`config.mk`:
```
export PLATFORM = sky130hd
export DESIGN_NAME = mvm_seq
export DESIGN_NICKNAME = d
export VERILOG_FILES = /design/src/rtl/mvm_seq.sv
export SDC_FILE = /design/constraint.sdc
export NUM_CORES = 1
export LEC_CHECK = 0
export ABC_AREA = 1
export ABC_CLOCK_PERIOD_IN_PS = 5900
export BUFFER_PORTS_ARGS = -buffer_cell sky130_fd_sc_hd__buf_2
export CAP_MARGIN = 30
export CORE_MARGIN = 1.5
export CORE_UTILIZATION = 59
export DETAILED_ROUTE_END_ITERATION = 6
export PLACE_DENSITY_LB_ADDON = 0.05
export SLEW_MARGIN = 5
export SYNTH_ARGS = -nofsm -noshare
export SYNTH_HDL_FRONTEND = slang
export SYNTH_SLANG_ARGS = --single-unit
```
`constraint.sdc`:
```
create_clock -name clk -period 5.9 [get_ports clk]
set_input_delay 0.59 -clock clk [delete_from_list [all_inputs] [get_ports clk]]
set_output_delay 0.59 -clock clk [all_outputs]
set_load 0.05 [all_outputs]
```
`src/rtl/mvm_seq.sv`:
```
// Sequential matrix-vector multiplier: one MAC lane per row, one shared-dim column per clock.
// Build option: define MVM_SATURATE_EN to clamp each result element instead of wrapping.
//
// state | meaning
// IDLE  | waiting for start; result_vector holds the last product
// RUN   | one column of MACs per cycle, SHARED_DIM cycles
// DONE  | reduce accumulators into result_vector, pulse done
module mvm_seq #(
  parameter int MATRIX_ROWS = 3,
  parameter int SHARED_DIM  = 3,
  parameter int WIDTH       = 8,
  parameter int ACC_WIDTH   = 2*WIDTH + $clog2(SHARED_DIM) + 1
) (
  input  logic                                    clk,
  input  logic                                    reset,
  input  logic                                    start,
  input  logic [MATRIX_ROWS*SHARED_DIM*WIDTH-1:0] matrix,
  input  logic [SHARED_DIM*WIDTH-1:0]             vector,
  output logic                                    busy,
  output logic                                    done,
  output logic [MATRIX_ROWS*WIDTH-1:0]            result_vector
);

  localparam int CW = (SHARED_DIM > 1) ? $clog2(SHARED_DIM) : 1;

  typedef enum logic [1:0] {IDLE, RUN, DONE} state_t;

  state_t                                  state;
  logic [MATRIX_ROWS*SHARED_DIM*WIDTH-1:0] m_reg;
  logic [SHARED_DIM*WIDTH-1:0]             v_reg;
  logic [ACC_WIDTH-1:0]                    acc [MATRIX_ROWS];
  logic [CW-1:0]                           col;

  logic [WIDTH-1:0]   v_sel;
  logic [WIDTH-1:0]   m_sel [MATRIX_ROWS];
  logic [2*WIDTH-1:0] prod  [MATRIX_ROWS];

  // Column select is a compare-mux so non-power-of-two SHARED_DIM never indexes past the end.
  always_comb begin
    v_sel = '0;
    for (int c = 0; c < SHARED_DIM; c++) begin
      if (col == CW'(c)) v_sel = v_reg[(SHARED_DIM-1-c)*WIDTH +: WIDTH];
    end
    for (int r = 0; r < MATRIX_ROWS; r++) begin
      m_sel[r] = '0;
      for (int c = 0; c < SHARED_DIM; c++) begin
        if (col == CW'(c))
          m_sel[r] = m_reg[(MATRIX_ROWS*SHARED_DIM-1-(r*SHARED_DIM+c))*WIDTH +: WIDTH];
      end
      prod[r] = (2*WIDTH)'(m_sel[r]) * (2*WIDTH)'(v_sel);
    end
  end

  always_ff @(posedge clk) begin
    if (reset) begin
      state         <= IDLE;
      busy          <= 1'b0;
      done          <= 1'b0;
      result_vector <= '0;
      col           <= '0;
      m_reg         <= '0;
      v_reg         <= '0;
      for (int r = 0; r < MATRIX_ROWS; r++) acc[r] <= '0;
    end else begin
      done <= 1'b0;
      case (state)
        IDLE: begin
          if (start) begin
            m_reg <= matrix;
            v_reg <= vector;
            col   <= '0;
            busy  <= 1'b1;
            state <= RUN;
            for (int r = 0; r < MATRIX_ROWS; r++) acc[r] <= '0;
          end
        end
        RUN: begin
          for (int r = 0; r < MATRIX_ROWS; r++) acc[r] <= acc[r] + ACC_WIDTH'(prod[r]);
          if (col == CW'(SHARED_DIM-1)) begin
            col   <= '0;
            state <= DONE;
          end else begin
            col <= col + 1'b1;
          end
        end
        DONE: begin
          for (int r = 0; r < MATRIX_ROWS; r++) begin
`ifdef MVM_SATURATE_EN
            if (|acc[r][ACC_WIDTH-1:WIDTH])
              result_vector[(MATRIX_ROWS-1-r)*WIDTH +: WIDTH] <= '1;
            else
              result_vector[(MATRIX_ROWS-1-r)*WIDTH +: WIDTH] <= acc[r][WIDTH-1:0];
`else
            result_vector[(MATRIX_ROWS-1-r)*WIDTH +: WIDTH] <= acc[r][WIDTH-1:0];
`endif
          end
          done  <= 1'b1;
          busy  <= 1'b0;
          state <= IDLE;
        end
        default: state <= IDLE;
      endcase
    end
  end

endmodule

```
==> report_table.html, run 1 <==
<table>
<tr><th>Metric</th><th>Value</th></tr>
<tr><th colspan="2">Clock network</th></tr>
<tr><td>Post_cts resized</td><td>0</td></tr>
<tr><td>Hold-fix buffer count after cts</td><td>0</td></tr>
<tr><td>Skew-Pair Late Insertion Delay</td><td>around 0.43 ns</td></tr>
<tr><td># clock sinks</td><td>150</td></tr>
<tr><td>Number of buffers inserted during clock tree synthesis</td><td>17</td></tr>
<tr><td>Post-CTS clock slew at the launch and capture registers of the worst setup and hold paths</td><td>~0.070 ns</td></tr>
<tr><td>Bufs on Longest Clock Path</td><td>2</td></tr>
<tr><td>TritonCTS clock tree</td><td>yes</td></tr>
<tr><td>Root buffer selected by CTS</td><td>sky130_fd_sc_hd__clkbuf_16</td></tr>
<tr><td>Setup Buffers After CTS</td><td>0</td></tr>
<tr><td>Number of H-tree levels</td><td>4</td></tr>
<tr><th colspan="2">Yosys</th></tr>
<tr><td>Total of warnings raised by yosys</td><td>0</td></tr>
<tr><td>Flip-flop cell with the highest count after synthesis</td><td>sky130_fd_sc_hd__dfxtp_1</td></tr>
<tr><td>Post-synthesis cell count</td><td>1,303</td></tr>
<tr><td>Number of synthesized flops with an enable pin</td><td>24</td></tr>
<tr><td>Proportion of register bits with asynchronous set or reset after synthesis</td><td>0%</td></tr>
<tr><td>Synth cell types</td><td>42</td></tr>
<tr><td>Net count after synthesis</td><td>around 1,500</td></tr>
<tr><td>Mean area per synthesized cell</td><td>7.452 um^2</td></tr>
<tr><td>Part of the Yosys area used for sequential elements</td><td>33.40%</td></tr>
<tr><td>Syn Std Cell Area</td><td>roughly 0.0097 mm^2</td></tr>
<tr><td>#FFs+latches synth</td><td>150</td></tr>
<tr><th colspan="2">Power and ir drop</th></tr>
<tr><td>Static leakage power</td><td>5.522 nW</td></tr>
<tr><td>Peak ir drop on the vdd network</td><td>0.0002290 V</td></tr>
<tr><td>P per Cell Area</td><td>331.6 mW/mm^2</td></tr>
<tr><td>Final Total Pwr</td><td>0.003617 W</td></tr>
<tr><th colspan="2">Finish</th></tr>
<tr><td>Total of fill cells in the finished design</td><td>1,453</td></tr>
<tr><td>Fraction of layout instances using a drive strength above 1</td><td>15.73%</td></tr>
<tr><td>Core occupancy in the finished layout</td><td>roughly two thirds</td></tr>
<tr><td>Flip-flop count of the largest register after layout</td><td>around 70</td></tr>
<tr><td>Layout overhead on the synthesized area</td><td>12.32%</td></tr>
<tr><td>Antenna diode instance count</td><td>0</td></tr>
<tr><td>Post-route standard cell area excluding fillers</td><td>between 0.01 and 0.015 mm^2</td></tr>
<tr><td>Final-stage net count</td><td>about 1,600</td></tr>
<tr><th colspan="2">Setup path</th></tr>
<tr><td>Critical Path Max Stage Delay</td><td>roughly 0.54 ns</td></tr>
<tr><td>Category of the worst setup path capture point</td><td>register</td></tr>
<tr><td>Buffering stage count on the worst path with inverters included</td><td>4</td></tr>
<tr><td>Data required time at the worst endpoint</td><td>between 6 and 7 ns</td></tr>
<tr><td>Slowest stage cell, crit path</td><td>sky130_fd_sc_hd__fa_1</td></tr>
<tr><td>Type of the setup path with the least slack</td><td>register to register</td></tr>
<tr><td>Worst-path fanout max</td><td>24</td></tr>
<tr><td>Arrival time of the worst setup path</td><td>5.55 ns</td></tr>
<tr><td>Largest delay contributor family on the critical path</td><td>adder cells</td></tr>
<tr><td>CP most frequent cell</td><td>sky130_fd_sc_hd__nand2_1</td></tr>
<tr><td>Kind of launch point of the worst setup path</td><td>register</td></tr>
<tr><td>Number of logic stages on the critical path including buffering</td><td>25</td></tr>
<tr><td>Worst Reg-to-Reg Cells</td><td>25</td></tr>
<tr><th colspan="2">Detailed routing</th></tr>
<tr><td>Total routed wirelength</td><td>24,440 um</td></tr>
<tr><td>Routed length per placed instance</td><td>15.02 um</td></tr>
<tr><td>Detailed Route Iter0 Violations</td><td>728</td></tr>
<tr><td>Post-detailed-route count of antenna-violating nets</td><td>0</td></tr>
<tr><td>Routed via count divided by cell count</td><td>5.219</td></tr>
<tr><td>DR vias</td><td>8,491</td></tr>
<tr><td>Detailed-route DRC error count</td><td>0</td></tr>
<tr><td>1st-pass router iterations</td><td>5</td></tr>
<tr><th colspan="2">Floorplanning</th></tr>
<tr><td>Standard cell core area</td><td>0.01600 mm^2</td></tr>
<tr><td>Height of the chip</td><td>131.3 um</td></tr>
<tr><td>I/O pin count</td><td>125</td></tr>
<tr><td>Starting density of the core</td><td>approximately 61%</td></tr>
<tr><td>Number of core rows</td><td>46</td></tr>
<tr><td>Die ar.</td><td>between 0.015 and 0.02 mm^2</td></tr>
<tr><td>DIE WIDTH</td><td>131.3 um</td></tr>
<tr><th colspan="2">Placement</th></tr>
<tr><td>Worst setup slack before clock tree synthesis</td><td>0.6046 ns</td></tr>
<tr><td>Standard cell area after detailed placement</td><td>between 0.01 and 0.015 mm^2</td></tr>
<tr><td>Sum of net half-perimeters after detailed placement</td><td>around 18,000 um</td></tr>
<tr><td>Routability-driven placement congestion ratio</td><td>0.9365</td></tr>
<tr><td># port buffers</td><td>between 100 and 150</td></tr>
<tr><th colspan="2">STA</th></tr>
<tr><td>Final hold violations</td><td>0</td></tr>
<tr><td>Minimum clock period</td><td>5.364 ns</td></tr>
<tr><td>Setup repair after global routing missed its margin</td><td>false</td></tr>
<tr><td>Post-route clock skew</td><td>0.008002 ns</td></tr>
<tr><td>Pin slew with the least headroom to its limit</td><td>0.8925 ns</td></tr>
<tr><td>Sum of negative setup slack</td><td>0 ns</td></tr>
<tr><td>Highest achievable clock rate</td><td>approximately 190 MHz</td></tr>
<tr><td>Final WS setup</td><td>0.5359 ns</td></tr>
<tr><td>Count of endpoints failing setup in the final report</td><td>0</td></tr>
<tr><td>Worst rel slew slack</td><td>40.36%</td></tr>
<tr><td>Post-route clock period utilization</td><td>about nine tenths</td></tr>
<tr><td>Slew Viols, Final</td><td>0</td></tr>
<tr><th colspan="2">Run status</th></tr>
<tr><td>Run status</td><td>complete, no violations</td></tr>
<tr><th colspan="2">GRT</th></tr>
<tr><td>Antenna violations before repair</td><td>0</td></tr>
<tr><td>Maximum number of pins on one net before global-route repair</td><td>73</td></tr>
<tr><td>Global route overflow</td><td>0</td></tr>
<tr><td>Vias in the first global route</td><td>8,076</td></tr>
<tr><td>Global-route wire length before repair</td><td>40,430 um</td></tr>
<tr><td>Overall track demand over capacity in global routing</td><td>29.67%</td></tr>
<tr><th colspan="2">Worst hold path</th></tr>
<tr><td>Hold Path Class</td><td>input port to register</td></tr>
<tr><td>Hold path cells</td><td>3</td></tr>
<tr><th colspan="2">Run</th></tr>
<tr><td>Max-capacitance violation count</td><td>0</td></tr>
</table>
per-layer routing:
| layer | GRT usage [%] | vias up | share of wire, % |
|---|---|---|---|
| met1 | 41.30 | 3949 | 46 |
| li1 | - | 4218 | - |
| met5 | 0 | - | 0 |
| met4 | 10.37 | 0 | 2.4 |
| met2 | 47.27 | 280 | 45 |
| met3 | 4.475 | 44 | 6.2 |
logic make-up after synthesis:
kind of cell | Yosys count | share of synthesized area [%]
compound gates | 176 | 9.612
xor+xnor | 19 | 1.791
fa+ha+maj | 105 | 17.70
buf+inv | 267 | 11.47
flops | 150 | 33.40
simple gates | 586 | 26.03
synthesized netlist by cell type, types with 3 or more instances:
cell type	n	area, um^2
sky130_fd_sc_hd__nand3_2	9	90.09
sky130_fd_sc_hd__nand3b_1	5	37.54
sky130_fd_sc_hd__o21ai_2	3	26.28
sky130_fd_sc_hd__nand3_1	68	340.3
sky130_fd_sc_hd__clkbuf_1	39	146.4
sky130_fd_sc_hd__fa_1	54	1081
sky130_fd_sc_hd__nand2_1	245	919.6
sky130_fd_sc_hd__xor2_1	9	78.83
sky130_fd_sc_hd__o21ai_0	118	590.6
sky130_fd_sc_hd__nor2_1	229	859.6
sky130_fd_sc_hd__buf_4	5	37.54
sky130_fd_sc_hd__xnor2_1	9	78.83
sky130_fd_sc_hd__dfxtp_1	126	2522
sky130_fd_sc_hd__nor2_2	7	43.79
sky130_fd_sc_hd__buf_6	9	101.4
sky130_fd_sc_hd__o21ai_1	5	25.02
sky130_fd_sc_hd__edfxtp_1	24	720.7
sky130_fd_sc_hd__inv_1	200	750.7
sky130_fd_sc_hd__ha_1	51	638.1
sky130_fd_sc_hd__nor2_4	7	78.83
sky130_fd_sc_hd__nand2_2	7	43.79
sky130_fd_sc_hd__a21oi_2	7	61.31
sky130_fd_sc_hd__inv_2	7	26.28
sky130_fd_sc_hd__a21oi_1	38	190.2
worst min-delay path, cell delays in order:
cell and delay [ns]:
sky130_fd_sc_hd__buf_2 0.07, sky130_fd_sc_hd__nor2_1 0.03, sky130_fd_sc_hd__nor2_1 0.08
report_power, final:
group	internal (W)	switching, W	total, W
registers	0.00114	0.0000544	0.00119
logic	0.000501	0.000907	0.00141
clock network	0.000547	0.000467	0.00101
worst paths after layout:
check	startpoint	endpoint	slack, ns
worst min-delay path	matrix[5]	m_reg[5]	0.38
worst min register to register	m_reg[0]	m_reg[0]	0.47
worst max-delay path	col[0]	acc[0][26]	0.54
worst max register to register	col[0]	acc[0][26]	0.54
through the flow:
stage | instances | hold slack [ns]
floorplan | 1303 | 0.4297
CTS | 1627 | 0.3681
detailed placement | 1596 | 0.4566
finish | 1627 | 0.3767
global placement | 1596 | 0.4499
global route | 1627 | 0.3758
final cells by class:
cell class	count	area, um^2	area share [%]
flip-flops and latches	150	3243	29.74
repair buffers	133	688.2	6.310
well taps	216	270.3	2.478
multi-input cells	886	5359	49.13
clock buffers	17	425.4	3.900
inverters	211	805.8	7.388
clock inverters	14	115.1	1.055
placed cells by master (no fill, tap or decap), types with 2 or more instances in the layout:
| cell | Yosys | final |
|---|---|---|
| sky130_fd_sc_hd__nand2_1 | 245 | 245 |
| sky130_fd_sc_hd__nor2_1 | 229 | 229 |
| sky130_fd_sc_hd__inv_1 | 200 | 199 |
| sky130_fd_sc_hd__dfxtp_1 | 126 | 126 |
| sky130_fd_sc_hd__buf_2 | 1 | 124 |
| sky130_fd_sc_hd__o21ai_0 | 118 | 118 |
| sky130_fd_sc_hd__nand3_1 | 68 | 68 |
| sky130_fd_sc_hd__fa_1 | 54 | 54 |
| sky130_fd_sc_hd__ha_1 | 51 | 51 |
| sky130_fd_sc_hd__a21oi_1 | 38 | 38 |
| sky130_fd_sc_hd__edfxtp_1 | 24 | 24 |
| sky130_fd_sc_hd__clkbuf_16 | 0 | 17 |
| sky130_fd_sc_hd__nand3_2 | 9 | 9 |
| sky130_fd_sc_hd__xnor2_1 | 9 | 9 |
| sky130_fd_sc_hd__xor2_1 | 9 | 9 |
| sky130_fd_sc_hd__buf_4 | 5 | 9 |
| sky130_fd_sc_hd__inv_2 | 7 | 8 |
| sky130_fd_sc_hd__nor2_4 | 7 | 8 |
| sky130_fd_sc_hd__inv_6 | 1 | 7 |
| sky130_fd_sc_hd__nand2_2 | 7 | 7 |
| sky130_fd_sc_hd__a21oi_2 | 7 | 7 |
| sky130_fd_sc_hd__nor2_2 | 7 | 6 |
| sky130_fd_sc_hd__o21ai_1 | 5 | 5 |
| sky130_fd_sc_hd__nand3b_1 | 5 | 5 |
| sky130_fd_sc_hd__inv_8 | 1 | 3 |
| sky130_fd_sc_hd__o21ai_2 | 3 | 3 |
| sky130_fd_sc_hd__clkinv_2 | 0 | 3 |
| sky130_fd_sc_hd__nor2_8 | 2 | 2 |
| sky130_fd_sc_hd__nor3_1 | 2 | 2 |
| sky130_fd_sc_hd__a221oi_1 | 2 | 2 |
| sky130_fd_sc_hd__clkinvlp_4 | 0 | 2 |
Power figures use the tool's default switching activity.
==> run 2, diff against run 1 <==
Settings changed: BUFFER_PORTS_ARGS -buffer_cell sky130_fd_sc_hd__buf_2 to -buffer_cell sky130_fd_sc_hd__buf_4.
==> run 2 against run 1 <==
Against the previous run:
- register-to-register slack worse by 0.29 ns
- core utilization up 2.3 points
- final cell count increased by 0.12%
- flip-flop and latch count stayed put
- routed wire length grew 2.9%
- critical path type unchanged
- largest cell class unchanged
- highest routed layer unchanged
==> report_table.html, run 2 (same netlist as run 1, synthesis figures left out) <==
<table>
<tr><th>Metric</th><th>Value</th></tr>
<tr><th colspan="2">Run status</th></tr>
<tr><td>Run status</td><td>complete, no violations</td></tr>
<tr><th colspan="2">Setup path</th></tr>
<tr><td>Category of the worst setup path capture point</td><td>register</td></tr>
<tr><td>Data required time at the worst endpoint</td><td>6.09 ns</td></tr>
<tr><td>RR Startpoint</td><td>col[0]</td></tr>
<tr><td>Kind of launch point of the worst setup path</td><td>register</td></tr>
<tr><td>Worst Reg-to-Reg Cells</td><td>24</td></tr>
<tr><td>Arrival time of the worst setup path</td><td>5.84 ns</td></tr>
<tr><td>Flop2flop setup slack</td><td>0.25 ns</td></tr>
<tr><td>Type of the setup path with the least slack</td><td>register to register</td></tr>
<tr><td>Worst-path fanout max</td><td>25</td></tr>
<tr><td>End of the worst register-to-register path</td><td>acc[0][45]</td></tr>
<tr><th colspan="2">Clock network</th></tr>
<tr><td>Setup Buffers After CTS</td><td>0</td></tr>
<tr><td>TritonCTS clock tree</td><td>yes</td></tr>
<tr><td>Number of H-tree levels</td><td>4</td></tr>
<tr><td>Post_cts resized</td><td>0</td></tr>
<tr><td>Root buffer selected by CTS</td><td>sky130_fd_sc_hd__clkbuf_16</td></tr>
<tr><td>Number of buffers inserted during clock tree synthesis</td><td>17</td></tr>
<tr><td>Hold-fix buffer count after cts</td><td>0</td></tr>
<tr><td>Skew-Pair Late Insertion Delay</td><td>0.44 ns</td></tr>
<tr><td># clock sinks</td><td>150</td></tr>
<tr><td>Post-CTS clock slew at the launch and capture registers of the worst setup and hold paths</td><td>0.07 ns</td></tr>
<tr><td>Bufs on Longest Clock Path</td><td>2</td></tr>
<tr><th colspan="2">Placement</th></tr>
<tr><td>Routability-driven placement congestion ratio</td><td>roughly 0.9</td></tr>
<tr><td># port buffers</td><td>between 100 and 150</td></tr>
<tr><td>Worst setup slack before clock tree synthesis</td><td>a little under 0.4 ns</td></tr>
<tr><td>Sum of net half-perimeters after detailed placement</td><td>19,000 um</td></tr>
<tr><th colspan="2">Power and ir drop</th></tr>
<tr><td>Net switching fraction of the power</td><td>39.07%</td></tr>
<tr><td>P per Cell Area</td><td>~330 mW/mm^2</td></tr>
<tr><td>Part of the power in registers</td><td>32.0%</td></tr>
<tr><td>Net load switching power</td><td>0.001461 W</td></tr>
<tr><td>Peak ir drop on the vdd network</td><td>roughly 0.00029 V</td></tr>
<tr><td>Logic pwr share</td><td>38.6%</td></tr>
<tr><td>Internal power</td><td>0.002278 W</td></tr>
<tr><td>Final Total Pwr</td><td>0.003739 W</td></tr>
<tr><td>Clock network fraction of design power</td><td>29.4%</td></tr>
<tr><td>Static leakage power</td><td>5.631 nW</td></tr>
<tr><th colspan="2">STA</th></tr>
<tr><td>Post-route clock skew</td><td>0.009836 ns</td></tr>
<tr><td>Highest achievable clock rate</td><td>approximately 180 MHz</td></tr>
<tr><td>Post-route clock period utilization</td><td>between 90% and 100%</td></tr>
<tr><td>Worst hold-check slack</td><td>0.3759 ns</td></tr>
<tr><td>Minimum clock period</td><td>roughly 5.7 ns</td></tr>
<tr><td>Worst rel slew slack</td><td>37.12%</td></tr>
<tr><td>Slew Viols, Final</td><td>0</td></tr>
<tr><td>Setup repair after global routing missed its margin</td><td>false</td></tr>
<tr><td>Final WS setup</td><td>0.2481 ns</td></tr>
<tr><td>Pin slew with the least headroom to its limit</td><td>between 0.9 and 1 ns</td></tr>
<tr><td>Count of endpoints failing setup in the final report</td><td>0</td></tr>
<tr><td>Final hold violations</td><td>0</td></tr>
<tr><td>Sum of negative setup slack</td><td>0 ns</td></tr>
<tr><th colspan="2">Finish</th></tr>
<tr><td>Final-stage net count</td><td>1,604</td></tr>
<tr><td>Antenna diode instance count</td><td>0</td></tr>
<tr><td>Total of fill cells in the finished design</td><td>1,409</td></tr>
<tr><td>Flip-flop count of the largest register after layout</td><td>between 70 and 80</td></tr>
<tr><td>FF+latch area</td><td>0.003243 mm^2</td></tr>
<tr><td>Commonest non-fill, non-tap cell in the layout</td><td>sky130_fd_sc_hd__nand2_1</td></tr>
<tr><td>Fraction of layout instances using a drive strength above 1</td><td>15.85%</td></tr>
<tr><td>Commonest non-fill, non-tap cells in the layout</td><td>sky130_fd_sc_hd__nand2_1 (245), sky130_fd_sc_hd__nor2_1 (229), sky130_fd_sc_hd__inv_1 (199), sky130_fd_sc_hd__buf_4 (134), sky130_fd_sc_hd__dfxtp_1 (126)</td></tr>
<tr><td>Total area of multi-input combinational cells</td><td>about 0.0054 mm^2</td></tr>
<tr><td>Layout overhead on the synthesized area</td><td>16.13%</td></tr>
<tr><th colspan="2">Detailed routing</th></tr>
<tr><td>1st-pass router iterations</td><td>5</td></tr>
<tr><td>Detailed Route Iter0 Violations</td><td>about 600</td></tr>
<tr><td>Detailed-route DRC error count</td><td>0</td></tr>
<tr><td>Routed length per placed instance</td><td>15.44 um</td></tr>
<tr><td>Routed via count divided by cell count</td><td>5.297</td></tr>
<tr><td>Total routed wirelength</td><td>between 20,000 and 30,000 um</td></tr>
<tr><td>Post-detailed-route count of antenna-violating nets</td><td>0</td></tr>
<tr><td>DR vias</td><td>8,629</td></tr>
<tr><th colspan="2">Floorplanning</th></tr>
<tr><td>Die ar.</td><td>0.01724 mm^2</td></tr>
<tr><td>Starting density of the core</td><td>60.69%</td></tr>
<tr><td>DIE WIDTH</td><td>131.3 um</td></tr>
<tr><td>I/O pin count</td><td>between 100 and 150</td></tr>
<tr><td>Height of the chip</td><td>131.3 um</td></tr>
<tr><td>Number of core rows</td><td>46</td></tr>
<tr><td>Standard cell core area</td><td>roughly 0.016 mm^2</td></tr>
<tr><th colspan="2">Worst hold path</th></tr>
<tr><td>HP Start</td><td>matrix[7]</td></tr>
<tr><td>Hold Path Class</td><td>input port to register</td></tr>
<tr><td>Destination of the worst hold path</td><td>m_reg[7]</td></tr>
<tr><td>Hold path cells</td><td>3</td></tr>
<tr><th colspan="2">GRT</th></tr>
<tr><td>Antenna violations before repair</td><td>0</td></tr>
<tr><td>Global-route wire length before repair</td><td>41,660 um</td></tr>
<tr><td>Overall track demand over capacity in global routing</td><td>30.50%</td></tr>
<tr><td>Maximum number of pins on one net before global-route repair</td><td>78</td></tr>
<tr><td>Global route overflow</td><td>0</td></tr>
<tr><td>Vias in the first global route</td><td>~8,300</td></tr>
<tr><th colspan="2">Run</th></tr>
<tr><td>Max-capacitance violation count</td><td>0</td></tr>
</table>
==> run 2: per-layer routing <==
layer  wire, um  track usage [%]
met5          0                0
met4        752            11.17
met3       1604            4.051
met2      11490            48.59
met1      11310            42.69
==> run 2: how the worst max path moves through the flow <==
| stage | from | endpoint | slack [ns] | cells after the start |
|---|---|---|---|---|
| 3_3_place_gp | col[0] | acc[0][45] | 0.56 | 24 |
| 5_1_grt | col[0] | acc[0][45] | 0.006 | 23 |
| 3_5_place_dp | col[0] | acc[0][45] | 0.40 | 24 |
| 4_1_cts | col[0] | acc[0][45] | 0.30 | 24 |
| 2_1_floorplan | col[1] | acc[0][45] | 1.09 | 28 |
| 6_report | col[0] | acc[0][45] | 0.25 | 24 |
==> run 2: cell type report <==
type,count,share of cell area [%]
Clock buffer,18,3.894
Clock inverter,14,1.365
Inverter,211,7.145
Multi-Input combinational cell,886,47.52
Sequential cell,150,28.76
Tap cell,216,2.397
Timing Repair Buffer,134,8.920
==> run 2: worst max-delay path, stage by stage (launching register included) <==
cell and delay [ns]:
sky130_fd_sc_hd__dfxtp_1 0.92, sky130_fd_sc_hd__inv_6 0.24, sky130_fd_sc_hd__nand2_4 0.25, sky130_fd_sc_hd__o21ai_2 0.09, sky130_fd_sc_hd__nor2_4 0.30, sky130_fd_sc_hd__nand2_1 0.13
sky130_fd_sc_hd__fa_1 0.43, sky130_fd_sc_hd__fa_1 0.55, sky130_fd_sc_hd__inv_1 0.05, sky130_fd_sc_hd__fa_1 0.49, sky130_fd_sc_hd__inv_1 0.07, sky130_fd_sc_hd__fa_1 0.56
sky130_fd_sc_hd__inv_1 0.05, sky130_fd_sc_hd__ha_1 0.32, sky130_fd_sc_hd__a21oi_1 0.13, sky130_fd_sc_hd__nand2_1 0.10, sky130_fd_sc_hd__xor2_1 0.15, sky130_fd_sc_hd__nand2_1 0.06
sky130_fd_sc_hd__nand2_1 0.06, sky130_fd_sc_hd__inv_1 0.08, sky130_fd_sc_hd__nand3_1 0.09, sky130_fd_sc_hd__nand2_1 0.09, sky130_fd_sc_hd__nand3_1 0.08, sky130_fd_sc_hd__nand2_1 0.06
sky130_fd_sc_hd__nor2_1 0.04
==> run 2: metrics by stage <==
stage / instance area (um^2) / instances / utilization, %
6_report: 11280 / 1629 / 70.48
5_1_grt: 11280 / 1629 / 70.48
4_1_cts: 11280 / 1629 / 70.48
3_5_place_dp: 10680 / 1597 / 66.77
3_3_place_gp: 10680 / 1597 / 66.77
2_1_floorplan: 9711 / 1303 / -
==> run 2: power by group through the flow <==
stage          clock network [W]  logic (W)  registers [W]
6_report                 0.00110    0.00144        0.00120
5_1_grt                  0.00115    0.00166        0.00121
4_1_cts                  0.00112    0.00144        0.00119
3_5_place_dp                   0    0.00142        0.00122
3_3_place_gp                   0    0.00137        0.00122
2_1_floorplan                  0    0.00108        0.00120
==> run 3, diff against run 2 <==
Settings changed: CORE_UTILIZATION 59 to 42.
==> run 3 against run 2 <==
Against the previous run:
- register-to-register slack better by 0.29 ns
- die area grew 39%
- worst setup slack improved by 0.29 ns
- clock skew is 0.0023 ns higher
- clock power about the same
- non-clock buffer count rose by 4
- via count shrank 4.5%
- combinational power is essentially flat
- total power down 1.3%
- final cell count up 4.5%
- first-iteration DRC count down 20%
- worst hold slack worse by 0.013 ns
- highest routed layer unchanged
==> report_table.html, run 3 (same netlist as run 1, synthesis figures left out) <==
<table>
<tr><th>Metric</th><th>Value</th></tr>
<tr><th colspan="2">Setup path</th></tr>
<tr><td>Flop2flop setup slack</td><td>0.54 ns</td></tr>
<tr><td>Category of the worst setup path capture point</td><td>register</td></tr>
<tr><td>Slowest stage cell, crit path</td><td>sky130_fd_sc_hd__dfxtp_1</td></tr>
<tr><td>CP most frequent cell</td><td>sky130_fd_sc_hd__nand2_1</td></tr>
<tr><td>Arrival time of the worst setup path</td><td>around 5.6 ns</td></tr>
<tr><td>End of the worst register-to-register path</td><td>acc[0][26]</td></tr>
<tr><td>Destination of the critical timing path</td><td>acc[0][26]</td></tr>
<tr><td>Crit path from</td><td>col[1]</td></tr>
<tr><td>Worst Reg-to-Reg Cells</td><td>24</td></tr>
<tr><td>Critical Path Max Stage Delay</td><td>between 0.7 and 0.8 ns</td></tr>
<tr><td>Worst-path fanout max</td><td>23</td></tr>
<tr><td>Data required time at the worst endpoint</td><td>~6 ns</td></tr>
<tr><td>Kind of launch point of the worst setup path</td><td>register</td></tr>
<tr><td>Type of the setup path with the least slack</td><td>register to register</td></tr>
<tr><td>Cell Chain, Critical Path</td><td>inv_8 &gt; nor2_4 &gt; a21oi_1 &gt; inv_1 &gt; nand2_1 &gt; fa_1 &gt; inv_1 &gt; ha_1 &gt; ha_1 &gt; fa_1 &gt; ha_1 &gt; inv_1 &gt; fa_1 &gt; nor2_1 &gt; o21ai_0 &gt; nand2_1 &gt; xor2_1 &gt; o21ai_1 &gt; nand2_1 &gt; nand2_1 &gt; nand2_1 &gt; nand2_1 &gt; nand2_1 &gt; nor2_1</td></tr>
<tr><td>RR Startpoint</td><td>col[1]</td></tr>
<tr><th colspan="2">Placement</th></tr>
<tr><td>Standard cell area after detailed placement</td><td>approximately 0.011 mm^2</td></tr>
<tr><td>Routability-driven placement congestion ratio</td><td>0.8393</td></tr>
<tr><td># port buffers</td><td>124</td></tr>
<tr><td>Sum of net half-perimeters after detailed placement</td><td>between 15,000 and 20,000 um</td></tr>
<tr><td>Number of cells in the design after placement</td><td>roughly 1,700</td></tr>
<tr><th colspan="2">GRT</th></tr>
<tr><td>Antenna violations before repair</td><td>0</td></tr>
<tr><td>Overall track demand over capacity in global routing</td><td>22.89%</td></tr>
<tr><td>Global route overflow</td><td>0</td></tr>
<tr><td>Vias in the first global route</td><td>7,936</td></tr>
<tr><td>Maximum number of pins on one net before global-route repair</td><td>97</td></tr>
<tr><td>Global-route wire length before repair</td><td>41,970 um</td></tr>
<tr><th colspan="2">Clock network</th></tr>
<tr><td>Skew-Pair Late Insertion Delay</td><td>0.44 ns</td></tr>
<tr><td>Setup Buffers After CTS</td><td>0</td></tr>
<tr><td>Hold-fix buffer count after cts</td><td>0</td></tr>
<tr><td>Post_cts resized</td><td>0</td></tr>
<tr><td>Post-CTS clock slew at the launch and capture registers of the worst setup and hold paths</td><td>around 0.070 ns</td></tr>
<tr><td>TritonCTS clock tree</td><td>yes</td></tr>
<tr><td>Number of buffers inserted during clock tree synthesis</td><td>17</td></tr>
<tr><td>Number of H-tree levels</td><td>4</td></tr>
<tr><td># clock sinks</td><td>150</td></tr>
<tr><td>Bufs on Longest Clock Path</td><td>2</td></tr>
<tr><td>Root buffer selected by CTS</td><td>sky130_fd_sc_hd__clkbuf_16</td></tr>
<tr><th colspan="2">Power and ir drop</th></tr>
<tr><td>P per Cell Area</td><td>323.5 mW/mm^2</td></tr>
<tr><td>Final Total Pwr</td><td>0.003692 W</td></tr>
<tr><td>Static leakage power</td><td>5.650 nW</td></tr>
<tr><td>Peak ir drop on the vdd network</td><td>0.0001811 V</td></tr>
<tr><th colspan="2">STA</th></tr>
<tr><td>Highest achievable clock rate</td><td>186.5 MHz</td></tr>
<tr><td>Setup repair after global routing missed its margin</td><td>false</td></tr>
<tr><td>Final hold violations</td><td>0</td></tr>
<tr><td>Sum of negative setup slack</td><td>0 ns</td></tr>
<tr><td>Post-route clock period utilization</td><td>90.89%</td></tr>
<tr><td>Minimum clock period</td><td>5.363 ns</td></tr>
<tr><td>Post-route clock skew</td><td>0.01209 ns</td></tr>
<tr><td>Slew Viols, Final</td><td>0</td></tr>
<tr><td>Pin slew with the least headroom to its limit</td><td>0.8363 ns</td></tr>
<tr><td>Worst rel slew slack</td><td>44.18%</td></tr>
<tr><td>Count of endpoints failing setup in the final report</td><td>0</td></tr>
<tr><td>Worst hold-check slack</td><td>0.3629 ns</td></tr>
<tr><th colspan="2">Floorplanning</th></tr>
<tr><td>I/O pin count</td><td>approximately 130</td></tr>
<tr><td>Die ar.</td><td>0.02404 mm^2</td></tr>
<tr><td>Starting density of the core</td><td>42.89%</td></tr>
<tr><td>Height of the chip</td><td>155.1 um</td></tr>
<tr><td>Number of core rows</td><td>55</td></tr>
<tr><td>Standard cell core area</td><td>around 0.023 mm^2</td></tr>
<tr><td>DIE WIDTH</td><td>between 150 and 200 um</td></tr>
<tr><th colspan="2">Finish</th></tr>
<tr><td>Commonest non-fill, non-tap cell in the layout</td><td>sky130_fd_sc_hd__nand2_1</td></tr>
<tr><td>Total of fill cells in the finished design</td><td>2,284</td></tr>
<tr><td>Post-route standard cell area excluding fillers</td><td>0.01141 mm^2</td></tr>
<tr><td>Flip-flop count of the largest register after layout</td><td>72</td></tr>
<tr><td>Commonest non-fill, non-tap cells in the layout</td><td>sky130_fd_sc_hd__nand2_1 (245), sky130_fd_sc_hd__nor2_1 (229), sky130_fd_sc_hd__inv_1 (199), sky130_fd_sc_hd__buf_4 (135), sky130_fd_sc_hd__dfxtp_1 (126)</td></tr>
<tr><td>Layout overhead on the synthesized area</td><td>17.54%</td></tr>
<tr><td>Antenna diode instance count</td><td>0</td></tr>
<tr><td>Fraction of layout instances using a drive strength above 1</td><td>~16%</td></tr>
<tr><td>Fin cells</td><td>1,702</td></tr>
<tr><td>Final-stage net count</td><td>1,608</td></tr>
<tr><th colspan="2">Detailed routing</th></tr>
<tr><td>Detailed Route Iter0 Violations</td><td>482</td></tr>
<tr><td>DR vias</td><td>8,245</td></tr>
<tr><td>Total routed wirelength</td><td>26,440 um</td></tr>
<tr><td>Detailed-route DRC error count</td><td>0</td></tr>
<tr><td>Post-detailed-route count of antenna-violating nets</td><td>0</td></tr>
<tr><td>Routed length per placed instance</td><td>between 15 and 20 um</td></tr>
<tr><td>Routed via count divided by cell count</td><td>4.844</td></tr>
<tr><td>1st-pass router iterations</td><td>6</td></tr>
<tr><th colspan="2">Worst hold path</th></tr>
<tr><td>Hold Path Class</td><td>input port to register</td></tr>
<tr><td>HP Start</td><td>vector[5]</td></tr>
<tr><th colspan="2">Run</th></tr>
<tr><td>Max-capacitance violation count</td><td>0</td></tr>
<tr><th colspan="2">Run status</th></tr>
<tr><td>Run status</td><td>complete, no violations</td></tr>
</table>
==> run 3: power breakdown <==
part	internal, W	switching (W)
combinational	0.000524	0.000906
clock	0.000557	0.000511
sequential	0.00114	0.0000538
total	0.00222	0.00147
==> run 3: area by class of cell <==
| type | count | area, um^2 | area share (%) |
|---|---|---|---|
| inverters | 211 | 805.8 | 7.060 |
| clock inverters | 14 | 131.4 | 1.151 |
| clock buffers | 18 | 429.2 | 3.760 |
| multi-input cells | 886 | 5359 | 46.95 |
| flip-flops and latches | 150 | 3243 | 28.41 |
| repair buffers | 138 | 1089 | 9.537 |
| well taps | 285 | 356.6 | 3.124 |
==> run 3: critical path, delay by kind of cell (launching register included) <==
kind,cells,cell delay [ns]
compound gates,3,0.44
xor+xnor,1,0.18
fa+ha+maj,6,2.21
buf+inv,4,0.45
flops,1,0.75
simple gates,10,1.06
==> run 3: how the worst min path moves through the flow <==
| stage | end | slack, ns | cells after the start |
|---|---|---|---|
| floorplan | m_reg[0] | 0.43 | 2 |
| CTS | v_reg[5] | 0.35 | 3 |
| finish | v_reg[5] | 0.36 | 3 |
| global route | m_reg[5] | 0.37 | 3 |
| global placement | m_reg[18] | 0.45 | 2 |
| detailed placement | m_reg[49] | 0.45 | 2 |
==> run 3: layer usage <==
layer  GRT usage [%]  share of wire [%]  vias up
met1           31.05                 47     3763
li1                -                  -     4230
met4           6.639                1.9        0
met2           37.56                 46      221
met3           3.816                4.9       31
met5               0                  0        -
==> run 3: through the flow <==
step / worst slack (ns) / util (%)
after floorplan: 1.089 / -
after global placement: 0.5763 / 47.69
after detailed placement: 0.5616 / 47.94
after CTS: 0.5431 / 50.41
after global routing: 0.1929 / 50.41
final: 0.5374 / 50.41
